--- src/rtl/rob_flush_sequencer.sv ---
// Picks the oldest branch mispredict relative to the ROB head, then issues a
// one-cycle rollback pulse to the ROB followed by a dispatch-stall drain window.
module rob_flush_sequencer #(
    parameter int DEPTH        = 16,
    parameter int IDX_W        = $clog2(DEPTH),
    parameter int NUM_BR       = 2,
    parameter int DRAIN_CYCLES = 3,
    parameter int CNT_W        = 16
) (
    input  logic                    i_clk,
    input  logic                    i_reset,
    input  logic [NUM_BR-1:0]       i_br_valid,
    input  logic [NUM_BR-1:0]       i_br_mispredict,
    input  logic [NUM_BR*IDX_W-1:0] i_br_rob_idx,
    input  logic [IDX_W-1:0]        i_rob_head_idx,
    input  logic                    i_commit_en,
    output logic                    o_branch_mispredict,
    output logic [IDX_W-1:0]        o_recovery_idx,
    output logic                    o_dispatch_stall,
    output logic                    o_busy,
    output logic [CNT_W-1:0]        o_flush_count
);

    typedef enum logic [1:0] {
        ST_IDLE  = 2'd0,
        ST_FLUSH = 2'd1,
        ST_DRAIN = 2'd2
    } state_t;

    localparam logic [3:0] DRAIN_INIT = 4'(DRAIN_CYCLES);

    state_t                  r_state;
    logic [IDX_W-1:0]        r_cur_idx;
    logic [3:0]              r_cnt;
    logic                    r_committed;
    logic                    r_branch_mispredict;
    logic [IDX_W-1:0]        r_recovery_idx;
    logic                    r_dispatch_stall;
    logic                    r_busy;
    logic [CNT_W-1:0]        r_flush_count;

    logic [IDX_W-1:0]        w_idx [NUM_BR];
    logic [IDX_W-1:0]        w_age [NUM_BR];
    logic [NUM_BR-1:0]       w_cand;
    logic                    w_any;
    logic [IDX_W-1:0]        w_win_idx;
    logic [IDX_W-1:0]        w_win_age;
    logic [IDX_W-1:0]        w_cur_age;
    logic                    w_preempt;
    logic                    w_go_flush;

    // Age is the modular distance from the head, so wrap-around needs no special case.
    genvar gi;
    generate
        for (gi = 0; gi < NUM_BR; gi++) begin : g_port
            assign w_idx[gi]  = i_br_rob_idx[gi*IDX_W +: IDX_W];
            assign w_age[gi]  = w_idx[gi] - i_rob_head_idx;
            assign w_cand[gi] = i_br_valid[gi] & i_br_mispredict[gi];
        end
    endgenerate

    // Strict less-than keeps the lowest port on an age tie.
    always_comb begin
        w_any     = 1'b0;
        w_win_idx = '0;
        w_win_age = '0;
        for (int i = 0; i < NUM_BR; i++) begin
            if (w_cand[i] && (!w_any || (w_age[i] < w_win_age))) begin
                w_any     = 1'b1;
                w_win_idx = w_idx[i];
                w_win_age = w_age[i];
            end
        end
    end

    assign w_cur_age  = r_cur_idx - i_rob_head_idx;
    assign w_preempt  = w_any && !r_committed && (w_win_age < w_cur_age);
    assign w_go_flush = (r_state == ST_IDLE) ? w_any : w_preempt;

    always_ff @(posedge i_clk or posedge i_reset) begin
        if (i_reset) begin
            r_state             <= ST_IDLE;
            r_cur_idx           <= '0;
            r_cnt               <= '0;
            r_committed         <= 1'b0;
            r_branch_mispredict <= 1'b0;
            r_recovery_idx      <= '0;
            r_dispatch_stall    <= 1'b0;
            r_busy              <= 1'b0;
            r_flush_count       <= '0;
        end else begin
            // Once the recovering branch has committed its age is meaningless; lock out preemption.
            if ((r_state != ST_IDLE) && i_commit_en && (i_rob_head_idx == r_cur_idx)) begin
                r_committed <= 1'b1;
            end

            if (w_go_flush) begin
                r_state             <= ST_FLUSH;
                r_cur_idx           <= w_win_idx;
                r_committed         <= 1'b0;
                r_branch_mispredict <= 1'b1;
                r_recovery_idx      <= w_win_idx;
                r_dispatch_stall    <= 1'b1;
                r_busy              <= 1'b1;
                r_flush_count       <= r_flush_count + 1'b1;
            end else begin
                case (r_state)
                    ST_FLUSH: begin
                        r_branch_mispredict <= 1'b0;
                        if (DRAIN_INIT == 4'd0) begin
                            r_state          <= ST_IDLE;
                            r_dispatch_stall <= 1'b0;
                            r_busy           <= 1'b0;
                        end else begin
                            r_state <= ST_DRAIN;
                            r_cnt   <= DRAIN_INIT;
                        end
                    end
                    ST_DRAIN: begin
                        r_branch_mispredict <= 1'b0;
                        if (r_cnt <= 4'd1) begin
                            r_state          <= ST_IDLE;
                            r_cnt            <= '0;
                            r_dispatch_stall <= 1'b0;
                            r_busy           <= 1'b0;
                        end else begin
                            r_cnt <= r_cnt - 4'd1;
                        end
                    end
                    default: begin
                        r_state             <= ST_IDLE;
                        r_branch_mispredict <= 1'b0;
                        r_dispatch_stall    <= 1'b0;
                        r_busy              <= 1'b0;
                    end
                endcase
            end
        end
    end

    assign o_branch_mispredict = r_branch_mispredict;
    assign o_recovery_idx      = r_recovery_idx;
    assign o_dispatch_stall    = r_dispatch_stall;
    assign o_busy              = r_busy;
    assign o_flush_count       = r_flush_count;

endmodule

--- config.mk ---
export PLATFORM = sky130hd
export DESIGN_NAME = rob_flush_sequencer
export DESIGN_NICKNAME = d
export VERILOG_FILES = /design/src/rtl/rob_flush_sequencer.sv
export SDC_FILE = /design/constraint.sdc
export NUM_CORES = 1
export LEC_CHECK = 0
export BUFFER_PORTS_ARGS = -buffer_cell sky130_fd_sc_hd__buf_2
export CAP_MARGIN = 20
export CORE_MARGIN = 2
export CORE_UTILIZATION = 43
export CTS_BUF_LIST = sky130_fd_sc_hd__clkbuf_16
export CTS_CLUSTER_SIZE = 24
export DETAILED_ROUTE_END_ITERATION = 10
export PLACE_DENSITY = 0.63
export SETUP_SLACK_MARGIN = 0.1
export SYNTH_ARGS = -nofsm -noshare
export SYNTH_HDL_FRONTEND = slang
export SYNTH_SLANG_ARGS = --single-unit
--- constraint.sdc ---
create_clock -name i_clk -period 5.94 [get_ports i_clk]
set_input_delay 0.297 -clock i_clk [delete_from_list [all_inputs] [get_ports i_clk]]
set_output_delay 0.297 -clock i_clk [all_outputs]
set_load 0.01 [all_outputs]
==> impl_metrics.xml, run 1 <==
<?xml version="1.0" encoding="UTF-8"?>
<metrics>
  <group name="setup_path">
    <metric name="critPathArrivalTime" unit="ns">4.81</metric>
    <metric name="worst-r2r-setup-slack" unit="ns">2.66</metric>
    <metric name="setup.worst_path.class" unit="">in2reg</metric>
    <metric name="critPathMaxFanout" unit="">15</metric>
    <metric name="startpoint_type" unit="">input port</metric>
    <metric name="r2r-end" unit="">r_cnt[1]</metric>
    <metric name="regToRegStartpoint" unit="">o_recovery_idx[0]</metric>
    <metric name="end_kind" unit="">register</metric>
    <metric name="crit_required" unit="ns">6.09</metric>
    <metric name="reg2reg_depth" unit="">13</metric>
  </group>
  <group name="global_routing">
    <metric name="global_route.usage.total" unit="">0.169</metric>
    <metric name="grt_pass1_wl" unit="mm">7.09</metric>
    <metric name="top_usage_layer" unit="">met2</metric>
    <metric name="met2_usage" unit="">0.274</metric>
    <metric name="number_of_antenna_violations_at_the_first_check_in_global_routing" unit="">0</metric>
    <metric name="grt_use_met3" unit="">0.0370</metric>
    <metric name="global_route.usage.met1" unit="">0.224</metric>
    <metric name="grt-ovfl-total" unit="">0</metric>
    <metric name="grt_pass1_vias" unit="">1647</metric>
    <metric name="maximum_number_of_pins_on_one_net_before_global_route_repair" unit="">30</metric>
  </group>
  <group name="placed_design">
    <metric name="port-buffer-count" unit="">41</metric>
    <metric name="gp_congestion" unit="">0.782</metric>
    <metric name="post_dp_cell_area" unit="um2">2310</metric>
    <metric name="detailedPlacementHpwl" unit="mm">3.36</metric>
  </group>
  <group name="clocking">
    <metric name="tritoncts" unit="">yes</metric>
    <metric name="cts_buffers" unit="">5</metric>
    <metric name="worstSkewPairLatency" unit="ns">0.27</metric>
    <metric name="cts_setup_buffers" unit="">0</metric>
    <metric name="clock-sinks" unit="">29</metric>
    <metric name="htreeDepth" unit="">2</metric>
    <metric name="clk_root_buffer_cell" unit="">sky130_fd_sc_hd__clkbuf_16</metric>
    <metric name="ctsLongestPathBuffers" unit="">2</metric>
    <metric name="cts.repair.resized" unit="">0</metric>
    <metric name="cts.reportedPaths.clkPinSlew" unit="ns">0.05</metric>
    <metric name="cts_hold_repair.buffers" unit="">0</metric>
  </group>
  <group name="outcome">
    <metric name="outcome" unit="">complete, no violations</metric>
  </group>
  <group name="yosys">
    <metric name="synth_warnings" unit="">0</metric>
    <metric name="synth.top_cells.by_area" unit="">sky130_fd_sc_hd__dfrtp_1 35%, sky130_fd_sc_hd__ha_1 13%, sky130_fd_sc_hd__xor2_1 6.7%</metric>
    <metric name="postSynth.asyncResetShare" unit="">1.00</metric>
    <metric name="postSynth.topFlopCell" unit="">sky130_fd_sc_hd__dfrtp_1</metric>
    <metric name="yosys.cell_types.count" unit="">45</metric>
    <metric name="synth_enable_flop_cells" unit="">0</metric>
    <metric name="synthCells" unit="">217</metric>
    <metric name="syn_area_per_cell" unit="um2">9.57</metric>
    <metric name="synth_area" unit="um2">2080</metric>
    <metric name="synth_top_area_share" unit="">0.349</metric>
    <metric name="synth.yosys.seq_area_share" unit="">0.349</metric>
    <metric name="synth_top_cell_by_area" unit="">sky130_fd_sc_hd__dfrtp_1</metric>
    <metric name="seq_cells_post_synth" unit="">29</metric>
    <metric name="synth_nets" unit="">260</metric>
  </group>
  <group name="die">
    <metric name="core" unit="um2">4690</metric>
    <metric name="die_h" unit="um">73.5</metric>
    <metric name="pin_count" unit="">42</metric>
    <metric name="fp.dieArea" unit="um2">5400</metric>
    <metric name="initial_utilization" unit="">0.443</metric>
    <metric name="floorplan.rows" unit="">25</metric>
    <metric name="die-width" unit="um">73.5</metric>
  </group>
  <group name="run">
    <metric name="max-cap-violations" unit="">0</metric>
  </group>
  <group name="route">
    <metric name="via_count_normalized_by_instance_count" unit="">5.25</metric>
    <metric name="post-route-drc-count" unit="">0</metric>
    <metric name="drt_wirelength" unit="mm">4.20</metric>
    <metric name="drt-pass1-iter-count" unit="">4</metric>
    <metric name="number_of_design_rule_violations_left_by_the_first_detailed_router_iteration" unit="">93</metric>
    <metric name="postRouteAntennaNets" unit="">0</metric>
    <metric name="avgRoutedWirePerCell" unit="um">13.4</metric>
    <metric name="dr_total_vias" unit="">1650</metric>
  </group>
  <group name="pwr">
    <metric name="power.leakage" unit="uW">0.00128</metric>
    <metric name="design_power_total" unit="uW">979</metric>
    <metric name="maximum_vdd_drop" unit="V">0.000178</metric>
    <metric name="power-per-cell-area" unit="nW/um2">401</metric>
  </group>
  <group name="timing">
    <metric name="unrepaired_setup_endpoints_after_global_routing" unit="">no</metric>
    <metric name="achievable-frequency" unit="MHz">214</metric>
    <metric name="setup_viol" unit="">0</metric>
    <metric name="hold_violations" unit="">0</metric>
    <metric name="fin_worst_skew" unit="ns">0.00347</metric>
    <metric name="setup_total_negative_slack" unit="ns">0</metric>
    <metric name="period_share" unit="">0.786</metric>
    <metric name="report.final.slew_viol_count" unit="">0</metric>
    <metric name="worstMarginPinSlew" unit="ns">0.718</metric>
    <metric name="max_slew_headroom" unit="">0.520</metric>
    <metric name="final.min_clock_period" unit="ns">4.67</metric>
  </group>
  <group name="final_layout">
    <metric name="num-fill-cells" unit="">458</metric>
    <metric name="antenna-diode-count" unit="">0</metric>
    <metric name="finish.net_count" unit="">303</metric>
    <metric name="final_area" unit="um2">2440</metric>
    <metric name="final_layout_size_suffix_gt1_frac" unit="">0.215</metric>
    <metric name="flow.area_growth_from_synthesis" unit="%">17.7</metric>
  </group>
  <group name="hold_path">
    <metric name="min-delay-path-class" unit="">in2async</metric>
  </group>
</metrics>
==> routing by layer <==
metal | vias to the layer above | part of all wire
met4 | 0 | 0.015
met2 | 23 | 0.47
met5 | - | 0
met1 | 783 | 0.48
li1 | 835 | -
met3 | 9 | 0.032
==> how the worst max path moves through the flow <==
| stage | start | end | slack [ns] | cells past startpoint |
|---|---|---|---|---|
| final | i_rob_head_idx[1] | r_cnt[1] | 1.27 | 20 |
| after floorplan | i_rob_head_idx[1] | o_flush_count[14] | 1.71 | 20 |
| after global placement | i_rob_head_idx[1] | r_cnt[0] | 1.11 | 20 |
| after detailed placement | i_rob_head_idx[1] | r_cnt[1] | 0.95 | 20 |
| after global routing | i_rob_head_idx[1] | r_cnt[1] | 0.89 | 20 |
| after CTS | i_rob_head_idx[1] | r_cnt[1] | 1.24 | 20 |
==> report_power, final <==
| part | internal, uW | total, uW | switching, uW |
|---|---|---|---|
| Sequential | 264 | 330 | 66.7 |
| Clock | 149 | 224 | 75.6 |
| Combinational | 185 | 425 | 239 |
| Total | 597 | 979 | 382 |
==> layout make-up <==
class                           count  area, um2  share of cell area
Clock buffer                        5        125              0.0512
Timing Repair Buffer               44        228              0.0932
Inverter                           21       78.8              0.0323
Sequential cell                    29        726               0.297
Tap cell                           54       67.6              0.0276
Multi-Input combinational cell    159       1210               0.496
Clock inverter                      2       7.51             0.00307
==> synthesized netlist by cell type, types with 2 or more instances <==
library cell and count:
sky130_fd_sc_hd__nand2_1 18, sky130_fd_sc_hd__nor3_1 8, sky130_fd_sc_hd__a21oi_1 5, sky130_fd_sc_hd__nand3_1 8, sky130_fd_sc_hd__nor2_1 13, sky130_fd_sc_hd__nand3b_1 2
sky130_fd_sc_hd__dfrtp_1 29, sky130_fd_sc_hd__o31ai_1 2, sky130_fd_sc_hd__buf_4 2, sky130_fd_sc_hd__xnor2_1 8, sky130_fd_sc_hd__clkbuf_1 2, sky130_fd_sc_hd__a21boi_0 2
sky130_fd_sc_hd__ha_1 21, sky130_fd_sc_hd__nor3_2 2, sky130_fd_sc_hd__nand4_1 5, sky130_fd_sc_hd__buf_6 3, sky130_fd_sc_hd__and3_1 4, sky130_fd_sc_hd__nand2b_1 2
sky130_fd_sc_hd__xor2_1 16, sky130_fd_sc_hd__a21o_1 7, sky130_fd_sc_hd__inv_1 20, sky130_fd_sc_hd__fa_1 3, sky130_fd_sc_hd__mux2_1 2, sky130_fd_sc_hd__o21ai_0 12
==> metrics by stage <==
stage           util  hold WS [ns]  cells  setup WS, ns
2_1_floorplan      -         0.375    217          1.71
3_3_place_gp   0.493         0.387    307          1.11
3_5_place_dp   0.493         0.386    307         0.954
4_1_cts        0.521        0.0993    314          1.24
5_1_grt        0.521         0.136    314         0.889
6_report       0.521        0.0885    314          1.27
==> layout by cell type (no fill, tap or decap), drive strengths merged, types with 2 or more instances in the layout <==
cell / instances
fa: 3
o21ai: 13
dfrtp: 29
buf: 44
a21o: 7
nand4: 5
nand2b: 2
nand4b: 2
xor2: 16
inv: 22
mux2: 2
o31ai: 2
a21oi: 5
xnor2: 8
nor2: 13
nand2: 19
nand3b: 2
nor3: 10
and3: 4
o211ai: 2
a21boi: 2
nand3: 8
ha: 21
clkbuf: 5
==> sequential cells by signal (all words and copies together), names as in the netlist <==
| register | flops |
|---|---|
| o_branch_mispredict | 1 |
| o_busy | 1 |
| r_state | 2 |
| r_cnt | 4 |
| o_recovery_idx | 4 |
| r_committed | 1 |
| o_flush_count | 16 |
==> worst max-delay path: stages <==
cell	delay (ns)
sky130_fd_sc_hd__buf_2	0.09
sky130_fd_sc_hd__inv_1	0.22
sky130_fd_sc_hd__ha_1	0.29
sky130_fd_sc_hd__a21o_1	0.15
sky130_fd_sc_hd__a21oi_1	0.16
sky130_fd_sc_hd__xnor2_1	0.14
sky130_fd_sc_hd__nand3_1	0.12
sky130_fd_sc_hd__ha_1	0.35
sky130_fd_sc_hd__a21o_1	0.21
sky130_fd_sc_hd__a2111oi_4	0.37
sky130_fd_sc_hd__or3_1	0.27
sky130_fd_sc_hd__o21ai_0	0.15
sky130_fd_sc_hd__ha_1	0.33
sky130_fd_sc_hd__a21o_1	0.18
sky130_fd_sc_hd__a211oi_1	0.22
sky130_fd_sc_hd__a2bb2oi_1	0.20
sky130_fd_sc_hd__o211ai_2	0.33
sky130_fd_sc_hd__buf_4	0.29
sky130_fd_sc_hd__nand2_2	0.11
sky130_fd_sc_hd__mux2_1	0.33
==> cells by family after synthesis <==
kind of cell    Yosys count  share of synthesized area
fa+ha+maj                24                      0.155
compound gates           39                      0.134
simple gates             69                      0.177
xor+xnor                 24                      0.101
flops                    29                      0.349
mux                       3                     0.0157
buf+inv                  29                     0.0675
No activity file was read; power rests on OpenSTA's default activity.
==> inputs of run 2 (changes only) <==
- clock period: 5.94 -> 4.9 ns (I/O delays scaled with it)
==> impl_metrics.xml, run 2 (synthesis results as in run 1) <==
<?xml version="1.0" encoding="UTF-8"?>
<metrics>
  <group name="outcome">
    <metric name="outcome" unit="">complete, no violations</metric>
  </group>
  <group name="timing">
    <metric name="period_share" unit="">0.879</metric>
    <metric name="hold_violations" unit="">0</metric>
    <metric name="unrepaired_setup_endpoints_after_global_routing" unit="">no</metric>
    <metric name="final.min_clock_period" unit="ns">4.31</metric>
    <metric name="achievable-frequency" unit="MHz">232</metric>
    <metric name="finalHoldWorstSlack" unit="ns">0.0332</metric>
    <metric name="report.final.slew_viol_count" unit="">0</metric>
    <metric name="setup_total_negative_slack" unit="ns">0</metric>
    <metric name="worstMarginPinSlew" unit="ns">0.368</metric>
    <metric name="max_slew_headroom" unit="">0.753</metric>
    <metric name="setup_viol" unit="">0</metric>
    <metric name="timing.final.ws_setup" unit="ns">0.591</metric>
    <metric name="fin_worst_skew" unit="ns">0.00328</metric>
  </group>
  <group name="global_routing">
    <metric name="grt_pass1_wl" unit="mm">7.45</metric>
    <metric name="grt_pass1_vias" unit="">1632</metric>
    <metric name="grt-ovfl-total" unit="">0</metric>
    <metric name="global_route.usage.total" unit="">0.181</metric>
    <metric name="maximum_number_of_pins_on_one_net_before_global_route_repair" unit="">30</metric>
    <metric name="number_of_antenna_violations_at_the_first_check_in_global_routing" unit="">0</metric>
  </group>
  <group name="setup_path">
    <metric name="max_stage_delay_on_crit_path" unit="ns">0.37</metric>
    <metric name="setup.worst_path.class" unit="">in2reg</metric>
    <metric name="timing.critical_path.cells" unit="">buf_2, inv_1, ha_1, a21o_1, a21oi_1, xnor2_1, nand3_1, ha_1, a21o_1, a2111oi_4, or3_1, o21ai_0, ha_1, a21o_1, a211oi_1, a2bb2oi_1, o211ai_2, buf_4, nor3_1, xor2_1</metric>
    <metric name="startpoint_type" unit="">input port</metric>
    <metric name="crit_path_start" unit="">i_rob_head_idx[1]</metric>
    <metric name="critPathMaxFanout" unit="">12</metric>
    <metric name="timing.critical_path.slowest_stage_cell" unit="">sky130_fd_sc_hd__a2111oi_4</metric>
    <metric name="critPathArrivalTime" unit="ns">4.50</metric>
    <metric name="crit_required" unit="ns">5.09</metric>
    <metric name="end_kind" unit="">register</metric>
    <metric name="regToRegStartpoint" unit="">o_recovery_idx[0]</metric>
  </group>
  <group name="route">
    <metric name="met3_wirelength" unit="um">149</metric>
    <metric name="via_count_normalized_by_instance_count" unit="">5.09</metric>
    <metric name="postRouteAntennaNets" unit="">0</metric>
    <metric name="drt-pass1-iter-count" unit="">4</metric>
    <metric name="drt_wirelength" unit="mm">4.29</metric>
    <metric name="top_layer" unit="">met4</metric>
    <metric name="post-route-drc-count" unit="">0</metric>
    <metric name="number_of_design_rule_violations_left_by_the_first_detailed_router_iteration" unit="">67</metric>
    <metric name="avgRoutedWirePerCell" unit="um">13.6</metric>
    <metric name="dr_total_vias" unit="">1607</metric>
    <metric name="m1WireLength" unit="mm">2.12</metric>
    <metric name="routed_length_on_met2" unit="mm">1.97</metric>
  </group>
  <group name="final_layout">
    <metric name="final_layout_size_suffix_gt1_frac" unit="">0.221</metric>
    <metric name="ff_latch_area" unit="um2">726</metric>
    <metric name="layout_common_cells" unit="">41 x sky130_fd_sc_hd__buf_2, 29 x sky130_fd_sc_hd__dfrtp_1, 21 x sky130_fd_sc_hd__inv_1, 21 x sky130_fd_sc_hd__ha_1, 18 x sky130_fd_sc_hd__nand2_1</metric>
    <metric name="finish.net_count" unit="">304</metric>
    <metric name="num-fill-cells" unit="">461</metric>
    <metric name="antenna-diode-count" unit="">0</metric>
    <metric name="multi_input_comb_area" unit="um2">1210</metric>
    <metric name="fin_cells" unit="">316</metric>
    <metric name="largest_reg_flops" unit="">16</metric>
    <metric name="flow.area_growth_from_synthesis" unit="%">19.5</metric>
    <metric name="final_common_cell" unit="">sky130_fd_sc_hd__buf_2</metric>
  </group>
  <group name="clocking">
    <metric name="ctsLongestPathBuffers" unit="">2</metric>
    <metric name="cts_buffers" unit="">5</metric>
    <metric name="clock-sinks" unit="">29</metric>
    <metric name="cts.reportedPaths.clkPinSlew" unit="ns">0.05</metric>
    <metric name="worstSkewPairLatency" unit="ns">0.27</metric>
    <metric name="clk_root_buffer_cell" unit="">sky130_fd_sc_hd__clkbuf_16</metric>
    <metric name="cts_hold_repair.buffers" unit="">0</metric>
    <metric name="tritoncts" unit="">yes</metric>
    <metric name="cts_setup_buffers" unit="">0</metric>
    <metric name="cts.repair.resized" unit="">0</metric>
    <metric name="htreeDepth" unit="">2</metric>
  </group>
  <group name="die">
    <metric name="floorplan.rows" unit="">25</metric>
    <metric name="initial_utilization" unit="">0.443</metric>
    <metric name="die-width" unit="um">73.5</metric>
    <metric name="die_h" unit="um">73.5</metric>
    <metric name="fp.dieArea" unit="um2">5400</metric>
    <metric name="core" unit="um2">4690</metric>
    <metric name="pin_count" unit="">42</metric>
  </group>
  <group name="hold_path">
    <metric name="min-delay-path-class" unit="">in2async</metric>
  </group>
  <group name="pwr">
    <metric name="power.leakage" unit="uW">0.00130</metric>
    <metric name="internal-power" unit="uW">784</metric>
    <metric name="maximum_vdd_drop" unit="V">0.000226</metric>
    <metric name="sw_frac_of_total" unit="">0.377</metric>
    <metric name="power_frac_clock" unit="">0.266</metric>
    <metric name="register_share_of_total_power" unit="">0.316</metric>
    <metric name="switching_power" unit="uW">474</metric>
    <metric name="power-per-cell-area" unit="nW/um2">507</metric>
    <metric name="p_comb_frac" unit="">0.418</metric>
  </group>
  <group name="run">
    <metric name="max-cap-violations" unit="">0</metric>
  </group>
  <group name="placed_design">
    <metric name="gp_congestion" unit="">0.771</metric>
    <metric name="detailedPlacementHpwl" unit="mm">3.31</metric>
    <metric name="place_worst_setup_slack" unit="ns">0.300</metric>
    <metric name="dp_cells" unit="">308</metric>
    <metric name="port-buffer-count" unit="">41</metric>
  </group>
</metrics>
run 2: cell types whose count changed in the layout (fill, tap and decap cells not counted), sizes merged:
cell / delta
buf: +1
bufinv: +1
run 2: worst paths after layout:
kind,end,slack (ns),cells past startpoint
min in group i_clk,r_committed,0.26,3
setup reg to reg,o_flush_count[14],1.94,13
hold / removal,r_cnt[1],0.03,3
hold reg to reg,o_flush_count[15],0.47,1
setup / recovery,o_flush_count[14],0.59,20
max in group asynchronous,o_flush_count[15],4.60,3
run 2: cell type report:
type                    instances  share of cell area
repair buffers                 45              0.0948
clock buffers                   5              0.0504
clock inverters                 3              0.0151
multi-input cells             159               0.488
well taps                      54              0.0272
inverters                      21              0.0318
flip-flops and latches         29               0.292
run 2: metrics by stage:
step	util	cell area, um2	total power (uW)
CTS	0.529	2480	1270
finish	0.529	2480	1260
global route	0.529	2480	1380
floorplan	-	2080	776
detailed placement	0.494	2320	931
global placement	0.494	2320	922
run 2: layer usage:
layer / GRT usage / up-vias
li1: - / 832
met1: 0.247 / 744
met2: 0.280 / 25
met3: 0.0508 / 6
met4: 0.0545 / 0
met5: 0 / -
run 2: critical path, delay by kind of cell:
kind | cells | cell delay, ns
xor+xnor | 2 | 0.29
buf+inv | 3 | 0.54
fa+ha+maj | 3 | 0.97
compound gates | 9 | 1.82
simple gates | 3 | 0.63
run 2: power groups by stage:
| stage | logic [uW] | registers [uW] | clock network (uW) |
|---|---|---|---|
| floorplan | 361 | 415 | 0 |
| global placement | 525 | 398 | 0 |
| detailed placement | 529 | 402 | 0 |
| CTS | 535 | 399 | 341 |
| global route | 607 | 412 | 357 |
| finish | 526 | 398 | 334 |
